### src/rtl/aes_pkg.sv
// Shared definitions for the AES command sequencer.
//   - AES register offsets relative to the accelerator base address
//   - STATE register idle encoding
//   - sequencer FSM state type
//   - write_offset(): register offset of the idx-th configuration write
package aes_pkg;

    localparam logic [7:0] AES_START = 8'h00;
    localparam logic [7:0] AES_STATE = 8'h01;
    localparam logic [7:0] AES_ADDR  = 8'h02;
    localparam logic [7:0] AES_LEN   = 8'h04;
    localparam logic [7:0] AES_CTR   = 8'h10;
    localparam logic [7:0] AES_KEY0  = 8'h20;

    localparam logic [1:0] AES_STATE_IDLE = 2'b00;

    // ADDR(2) + LEN(2) + CTR(16) + KEY0(16)
    localparam logic [5:0] SEQ_NUM_WRITES = 6'd36;

    typedef enum logic [2:0] {
        SEQ_IDLE,
        SEQ_WRITE,
        SEQ_START,
        SEQ_GAP,
        SEQ_POLL,
        SEQ_DONE
    } seq_state_e;

    // Write order: ADDR[0..1], LEN[0..1], CTR[0..15], KEY0[0..15]
    function automatic logic [7:0] write_offset(input logic [5:0] idx);
        logic [7:0] i8;
        i8 = {2'b00, idx};
        if (idx < 6'd2)       return AES_ADDR + i8;
        else if (idx < 6'd4)  return AES_LEN  + (i8 - 8'd2);
        else if (idx < 6'd20) return AES_CTR  + (i8 - 8'd4);
        else                  return AES_KEY0 + (i8 - 8'd20);
    endfunction

endpackage

### src/rtl/aes_bus_master.sv
// Single-transaction stb/ack engine for the AES byte-wide MMIO port.
// A request is taken only while the bus is idle (stb low); stb/wr/addr/data
// are registered and held until ack is seen, then stb drops for at least one
// cycle. cpl_o pulses in the ack cycle with the read data passed through.
// Ports:
//   clk, rst                 clock, synchronous active-high reset
//   req_i, req_wr_i,
//   req_addr_i, req_wdata_i  transaction request
//   busy_o                   transaction outstanding (stb high)
//   cpl_o, rdata_o           completion pulse and read data
//   stb_o, wr_o, addr_o,
//   data_out_o, data_in_i,
//   ack_i                    MMIO bus
module aes_bus_master (
    input  logic        clk,
    input  logic        rst,
    input  logic        req_i,
    input  logic        req_wr_i,
    input  logic [15:0] req_addr_i,
    input  logic [7:0]  req_wdata_i,
    output logic        busy_o,
    output logic        cpl_o,
    output logic [7:0]  rdata_o,
    output logic        stb_o,
    output logic        wr_o,
    output logic [15:0] addr_o,
    output logic [7:0]  data_out_o,
    input  logic [7:0]  data_in_i,
    input  logic        ack_i
);

    logic        stb_q, stb_d;
    logic        wr_q, wr_d;
    logic [15:0] addr_q, addr_d;
    logic [7:0]  data_q, data_d;

    always_comb begin
        stb_d  = stb_q;
        wr_d   = wr_q;
        addr_d = addr_q;
        data_d = data_q;
        if (stb_q) begin
            if (ack_i) stb_d = 1'b0;
        end else if (req_i) begin
            stb_d  = 1'b1;
            wr_d   = req_wr_i;
            addr_d = req_addr_i;
            data_d = req_wdata_i;
        end
    end

    always_ff @(posedge clk) begin
        if (rst) begin
            stb_q  <= 1'b0;
            wr_q   <= 1'b0;
            addr_q <= 16'h0000;
            data_q <= 8'h00;
        end else begin
            stb_q  <= stb_d;
            wr_q   <= wr_d;
            addr_q <= addr_d;
            data_q <= data_d;
        end
    end

    // ack while stb is low is not a completion
    assign cpl_o      = stb_q & ack_i;
    assign rdata_o    = data_in_i;
    assign busy_o     = stb_q;
    assign stb_o      = stb_q;
    assign wr_o       = wr_q;
    assign addr_o     = addr_q;
    assign data_out_o = data_q;

endmodule

### src/rtl/aes_cmd_seq.sv
// AES command sequencer: programs one encryption job into the AES register
// block over the byte-wide MMIO port, issues START, polls STATE until idle
// and pulses done (with err on poll timeout).
// Ports:
//   clk, rst                       clock, synchronous active-high reset
//   job_valid, job_ready           job handshake
//   job_addr, job_len,
//   job_ctr, job_key               job fields, captured on accept
//   done, err                      completion / timeout pulses
//   stb, wr, addr, data_out,
//   data_in, ack                   MMIO bus to aes_top
//
// state | meaning
// IDLE  | ready for a job; accept issues ADDR byte 0 directly from inputs
// WRITE | 36 configuration byte writes, write index selects register/byte
// START | write 8'h01 to START
// GAP   | POLL_GAP idle bus cycles, then issue STATE read
// POLL  | wait for STATE read ack; idle -> DONE, timeout -> DONE+err
// DONE  | one-cycle done (and err) pulse
module aes_cmd_seq
    import aes_pkg::*;
#(
    parameter logic [15:0] BASE_ADDR = 16'hff00,
    parameter int unsigned POLL_GAP  = 4,
    parameter logic [15:0] MAX_POLLS = 16'hffff
) (
    input  logic         clk,
    input  logic         rst,
    input  logic         job_valid,
    output logic         job_ready,
    input  logic [15:0]  job_addr,
    input  logic [15:0]  job_len,
    input  logic [127:0] job_ctr,
    input  logic [127:0] job_key,
    output logic         done,
    output logic         err,
    output logic         stb,
    output logic         wr,
    output logic [15:0]  addr,
    output logic [7:0]   data_out,
    input  logic [7:0]   data_in,
    input  logic         ack
);

    // The gap timer issues the read on its terminal count, so loading
    // POLL_GAP-1 yields exactly POLL_GAP stb-low cycles between polls.
    localparam logic [15:0] GAP_LOAD = 16'(POLL_GAP - 1);

    seq_state_e   state_q, state_d;
    logic [5:0]   idx_q, idx_d;
    logic [15:0]  poll_q, poll_d;
    logic [15:0]  gap_q, gap_d;
    logic         err_q, err_d;
    logic [15:0]  jaddr_q, jaddr_d;
    logic [15:0]  jlen_q, jlen_d;
    logic [127:0] jctr_q, jctr_d;
    logic [127:0] jkey_q, jkey_d;

    logic         req;
    logic         req_wr;
    logic [15:0]  req_addr;
    logic [7:0]   req_wdata;
    logic         bus_busy;
    logic         bus_cpl;
    logic [7:0]   bus_rdata;

    logic [35:0][7:0] job_bytes;
    logic [5:0]       wr_idx;
    logic [15:0]      poll_inc;
    logic             aes_idle;

    // In IDLE the first write is launched from the live inputs so that stb
    // rises the cycle right after accept.
    always_comb begin
        if (state_q == SEQ_IDLE) begin
            job_bytes = {job_key, job_ctr, job_len, job_addr};
            wr_idx    = 6'd0;
        end else begin
            job_bytes = {jkey_q, jctr_q, jlen_q, jaddr_q};
            wr_idx    = idx_q;
        end
    end

    assign poll_inc = (poll_q == 16'hffff) ? poll_q : poll_q + 16'd1;
    assign aes_idle = (bus_rdata & 8'h03) == {6'b000000, AES_STATE_IDLE};

    always_comb begin
        state_d   = state_q;
        idx_d     = idx_q;
        poll_d    = poll_q;
        gap_d     = gap_q;
        err_d     = err_q;
        jaddr_d   = jaddr_q;
        jlen_d    = jlen_q;
        jctr_d    = jctr_q;
        jkey_d    = jkey_q;
        req       = 1'b0;
        req_wr    = 1'b1;
        req_addr  = BASE_ADDR + {8'h00, write_offset(wr_idx)};
        req_wdata = job_bytes[wr_idx];

        case (state_q)
            SEQ_IDLE: begin
                if (job_valid) begin
                    jaddr_d = job_addr;
                    jlen_d  = job_len;
                    jctr_d  = job_ctr;
                    jkey_d  = job_key;
                    idx_d   = 6'd0;
                    poll_d  = 16'h0000;
                    err_d   = 1'b0;
                    req     = 1'b1;
                    state_d = SEQ_WRITE;
                end
            end
            SEQ_WRITE: begin
                req = ~bus_busy;
                if (bus_cpl) begin
                    idx_d = idx_q + 6'd1;
                    if (idx_q == SEQ_NUM_WRITES - 6'd1) state_d = SEQ_START;
                end
            end
            SEQ_START: begin
                req       = ~bus_busy;
                req_addr  = BASE_ADDR + {8'h00, AES_START};
                req_wdata = 8'h01;
                if (bus_cpl) begin
                    gap_d   = GAP_LOAD;
                    state_d = SEQ_GAP;
                end
            end
            SEQ_GAP: begin
                req_wr    = 1'b0;
                req_addr  = BASE_ADDR + {8'h00, AES_STATE};
                req_wdata = 8'h00;
                if (gap_q == 16'h0000) begin
                    req     = 1'b1;
                    state_d = SEQ_POLL;
                end else begin
                    gap_d = gap_q - 16'd1;
                end
            end
            SEQ_POLL: begin
                if (bus_cpl) begin
                    poll_d = poll_inc;
                    if (aes_idle) begin
                        state_d = SEQ_DONE;
                    end else if (poll_inc == MAX_POLLS) begin
                        err_d   = 1'b1;
                        state_d = SEQ_DONE;
                    end else begin
                        gap_d   = GAP_LOAD;
                        state_d = SEQ_GAP;
                    end
                end
            end
            SEQ_DONE: begin
                state_d = SEQ_IDLE;
            end
            default: begin
                state_d = SEQ_IDLE;
            end
        endcase
    end

    always_ff @(posedge clk) begin
        if (rst) begin
            state_q <= SEQ_IDLE;
            idx_q   <= 6'd0;
            poll_q  <= 16'h0000;
            gap_q   <= 16'h0000;
            err_q   <= 1'b0;
            jaddr_q <= 16'h0000;
            jlen_q  <= 16'h0000;
            jctr_q  <= 128'h0;
            jkey_q  <= 128'h0;
        end else begin
            state_q <= state_d;
            idx_q   <= idx_d;
            poll_q  <= poll_d;
            gap_q   <= gap_d;
            err_q   <= err_d;
            jaddr_q <= jaddr_d;
            jlen_q  <= jlen_d;
            jctr_q  <= jctr_d;
            jkey_q  <= jkey_d;
        end
    end

    assign job_ready = (state_q == SEQ_IDLE);
    assign done      = (state_q == SEQ_DONE);
    assign err       = done & err_q;

    aes_bus_master u_bus (
        .clk        (clk),
        .rst        (rst),
        .req_i      (req),
        .req_wr_i   (req_wr),
        .req_addr_i (req_addr),
        .req_wdata_i(req_wdata),
        .busy_o     (bus_busy),
        .cpl_o      (bus_cpl),
        .rdata_o    (bus_rdata),
        .stb_o      (stb),
        .wr_o       (wr),
        .addr_o     (addr),
        .data_out_o (data_out),
        .data_in_i  (data_in),
        .ack_i      (ack)
    );

endmodule

### config.mk
export PLATFORM = sky130hd
export DESIGN_NAME = aes_cmd_seq
export DESIGN_NICKNAME = d
export VERILOG_FILES = /design/src/rtl/aes_pkg.sv /design/src/rtl/aes_bus_master.sv /design/src/rtl/aes_cmd_seq.sv
export SDC_FILE = /design/constraint.sdc
export NUM_CORES = 1
export LEC_CHECK = 0
export ABC_AREA = 1
export BUFFER_PORTS_ARGS = -buffer_cell sky130_fd_sc_hd__buf_2
export CAP_MARGIN = 20
export CORE_AREA = 10 10 199 295
export CTS_CLUSTER_DIAMETER = 120
export CTS_CLUSTER_SIZE = 30
export DETAILED_ROUTE_END_ITERATION = 8
export DIE_AREA = 0 0 209 305
export PLACE_DENSITY = 0.55
export REMOVE_ABC_BUFFERS = 1
export SLEW_MARGIN = 20
export SYNTH_ARGS = -nofsm -noshare
export SYNTH_HDL_FRONTEND = slang
export SYNTH_SLANG_ARGS = --single-unit
export TNS_END_PERCENT = 10
### constraint.sdc
create_clock -name clk -period 2.53 [get_ports clk]
set_clock_uncertainty 0.1 [all_clocks]
set_input_delay 0.253 -clock clk [delete_from_list [all_inputs] [get_ports clk]]
set_output_delay 0.253 -clock clk [all_outputs]
set_load 0.05 [all_outputs]
==> summary.txt <==
Outcome
  – Status: finished clean

STA
  – Worst setup margin: 0.1224 ns
  – Worst slew margin: between 30% and 40%
  – Final Cycle Share: around 95%
  – Fin. max-slew vios: 0
  – RSZ-0062 raised after global routing: true
  – # setup viols final: 0
  – Tmin final: 2.408 ns
  – Highest clock rate: about 420 MHz
  – Final Hold Vio Count: 0
  – Least-Margin Pin Slew: 1.016 ns

Min path
  – Hold depth: 3
  – Worst min path class: input pin to flop
  – Hold path startpoint: job_key[63]
  – Worst hold endpoint: jkey_q[63]

Setup path
  – Flop-to-flop setup slack: approximately 0.12 ns
  – Crit path required time: between 2 and 3 ns
  – WS Path Type: flop to flop
  – R2R depth: 12
  – Reg-to-Reg End: u_bus.data_out_o[4]
  – Startpoint Class: flop
  – Worst path arrival time: approximately 2.8 ns
  – Worst-path maximum fanout: 50
  – Nature of the critical path endpoint: flop
  – Reg-to-reg critical path startpoint: state_q[2]

Placed design
  – Placed inst area: 19560 um2
  – Post-DP HPWL: approximately 47 mm
  – Routability cong.: 0.8546
  – Pre-CTS setup slack: -0.007629 ns
  – IO buf count: 322

GRT
  – Pin count of the biggest net entering global routing: 137
  – Global-route wire length before repair: roughly 110 mm
  – Number of global-route vias before repair: 18950
  – Remaining global-route overflow: 0
  – Global-route track usage on met3: 2.569%
  – GR Util met2: 36.32%
  – GR Layer Usage met1: a little under a quarter
  – Global route hottest layer: met2
  – GRT Overall Usage: about a fifth
  – Initial antenna violation count: 6

Final layout
  – Design area: between 20000 and 25000 um2
  – Nets: between 3000 and 4000
  – Share of cells above drive strength 1: between 15 and 20%
  – Final Core Density: about 43%
  – Commonest non-fill, non-tap cell in the layout: nor2_1
  – Commonest non-fill, non-tap cells in the layout: nor2_1 (432), nand2_1 (360), o21ai_0 (348)
  – Area growth, synth to finish: 36.34%

Die
  – Core area: around 53000 um2
  – Die width: about 210 um
  – Row cnt: ~100
  – Initial Util: between 30% and 40%
  – # IOs: 329
  – Die area: between 60000 and 70000 um2
  – Die H: 305 um

Synthesis
  – Netlist cell types: 46
  – Seq/Total Area, Yosys: 41.42%
  – Mean post-synth cell area: between 6 and 7 um2
  – Number of synthesized flops with an enable pin: 0
  – Main flop type after synthesis: dfxtp_1
  – Async S/R FF share, synth: 0%
  – Syn Inst Count: around 2500
  – Flops & latches, synth: between 300 and 400
  – Cell Area, Synth: roughly 17000 um2
  – Ys Warns: 0

CTS
  – Reg clk slew, reported paths: roughly 0.13 ns
  – CTS tree: built
  – Root Buffer: clkbuf_16
  – CTS max path bufs: 3
  – Clock Latency Late Sink: about 0.54 ns
  – H-tree depth: 1
  – TritonCTS Buffers: 15
  – Clock sinks: between 300 and 400

Drt
  – Wire per inst: between 15 and 20 um
  – Drt first pass iters: 7
  – Post-Route WL: 69.65 mm
  – Vias per std cell: ~5.0
  – Post-route ant nets: 0
  – Via count: ~19000
  – DRC Markers: 0
  – Initial drt markers: approximately 1100

Flow run
  – Max-Cap Viols: 0

Power and ir drop
  – Pwr dens: around 900 nW/um2
  – Tot Pwr: ~0.020 W
  – Worst VDD drop: slightly below 500 uV
  – Leak pwr: between 10 and 15 nW
==> power by group <==
group	internal (W)	switching, W	total, W
logic	0.00336	0.00616	0.00952
clock network	0.00110	0.00183	0.00293
registers	0.00712	0.000700	0.00782
==> worst max path at each step <==
stage                     from                   to  slack, ns  cells past startpoint
finish              state_q[2]  u_bus.data_out_o[4]       0.12                     12
global route        state_q[0]  u_bus.data_out_o[2]      -0.03                     16
detailed placement  state_q[2]      u_bus.addr_o[2]     -0.008                     12
CTS                 state_q[2]  u_bus.data_out_o[7]      0.009                     13
floorplan           state_q[0]      u_bus.addr_o[3]      -8.83                     11
global placement     poll_q[0]             gap_q[0]       0.05                     16
==> area by class of cell <==
type | count | area (um2)
Fill cell | 5485 | 30360
Multi-Input combinational cell | 1749 | 8444
Clock buffer | 16 | 379.1
Tap cell | 689 | 862.1
Antenna cell | 7 | 17.52
Timing Repair Buffer | 700 | 5445
Sequential cell | 349 | 6992
Inverter | 221 | 844.6
Clock inverter | 1 | 11.26
==> per-stage QoR <==
step	std cells	hold WS, ns	TNS (ns)
detailed placement	3416	0.3348	-0.007629
global placement	3416	0.3305	0
finish	3732	0.009301	0
floorplan	2319	0.2154	-2427.48
global route	3732	0.007406	-0.07011
CTS	3719	0.001544	0
==> sequential cells by signal, summed over array words and instances, names as in the netlist <==
| register | cells |
|---|---|
| idx_q | 6 |
| err_q | 1 |
| state_q | 3 |
| jlen_q | 16 |
| u_bus.wr_o | 1 |
| jctr_q | 128 |
| u_bus.busy_o | 1 |
| poll_q | 16 |
| u_bus.data_out_o | 8 |
| u_bus.addr_o | 9 |
| jkey_q | 128 |
| gap_q | 16 |
| jaddr_q | 16 |
==> what timing repair did <==
item,4_1_cts,5_1_grt
pin swaps,0,2
endpoints found under the setup margin,8,30
hold buffers,286,0
hold endpoints to repair,283,0
gates resized for setup,2,26
setup buffers,0,5
gates cloned,0,1
==> critical path, stage by stage (launching register included) <==
cell      delay [ns]
dfxtp_2         0.35
inv_2           0.13
nand3_4         0.18
buf_4           0.19
nand2_4         0.09
buf_12          0.24
nor2_1          0.08
o221ai_1        0.41
nand2_1         0.09
nor2_1          0.13
buf_4           0.13
nand2_1         0.04
a21oi_1         0.11
==> Yosys cell counts, types with 8 or more instances <==
cell type	instances	area, um2
nor2_1	441	1655
nand4_1	29	181.4
or2_2	40	250.2
xnor2_1	11	96.34
nand2_1	364	1366
nor3_1	26	130.1
o21ai_0	351	1757
nand2_2	12	75.07
clkbuf_1	147	551.8
o221ai_1	17	148.9
xor2_1	13	113.9
o211ai_1	20	150.1
nand3_1	97	485.5
inv_1	208	780.8
dfxtp_1	349	6987
a21oi_2	10	87.58
a21oi_1	253	1266
o22ai_1	8	50.05
o221a_2	8	90.09
inv_2	10	37.54
buf_2	11	55.05
==> logic make-up (layout without fill, tap and decap cells) <==
group | after synthesis | after routing | share of synthesized area (%)
and+or+nand+nor | 1030 | 1030 | 25.71
AOI/OAI and AO/OA | 688 | 688 | 21.95
buffers and inverters | 394 | 938 | 9.147
DFF | 349 | 349 | 41.42
xor gates and xnor gates | 24 | 24 | 1.246
adders and majority gates | 7 | 7 | 0.5193
other | 0 | 7 | 0
==> routing by layer <==
metal	part of all wire, %	vias to the layer above
met3	4.6	164
met2	49	600
met1	40	8791
met5	0	-
li1	-	9221
met4	5.8	0
Note: power is estimated with default switching activity, not from simulation.
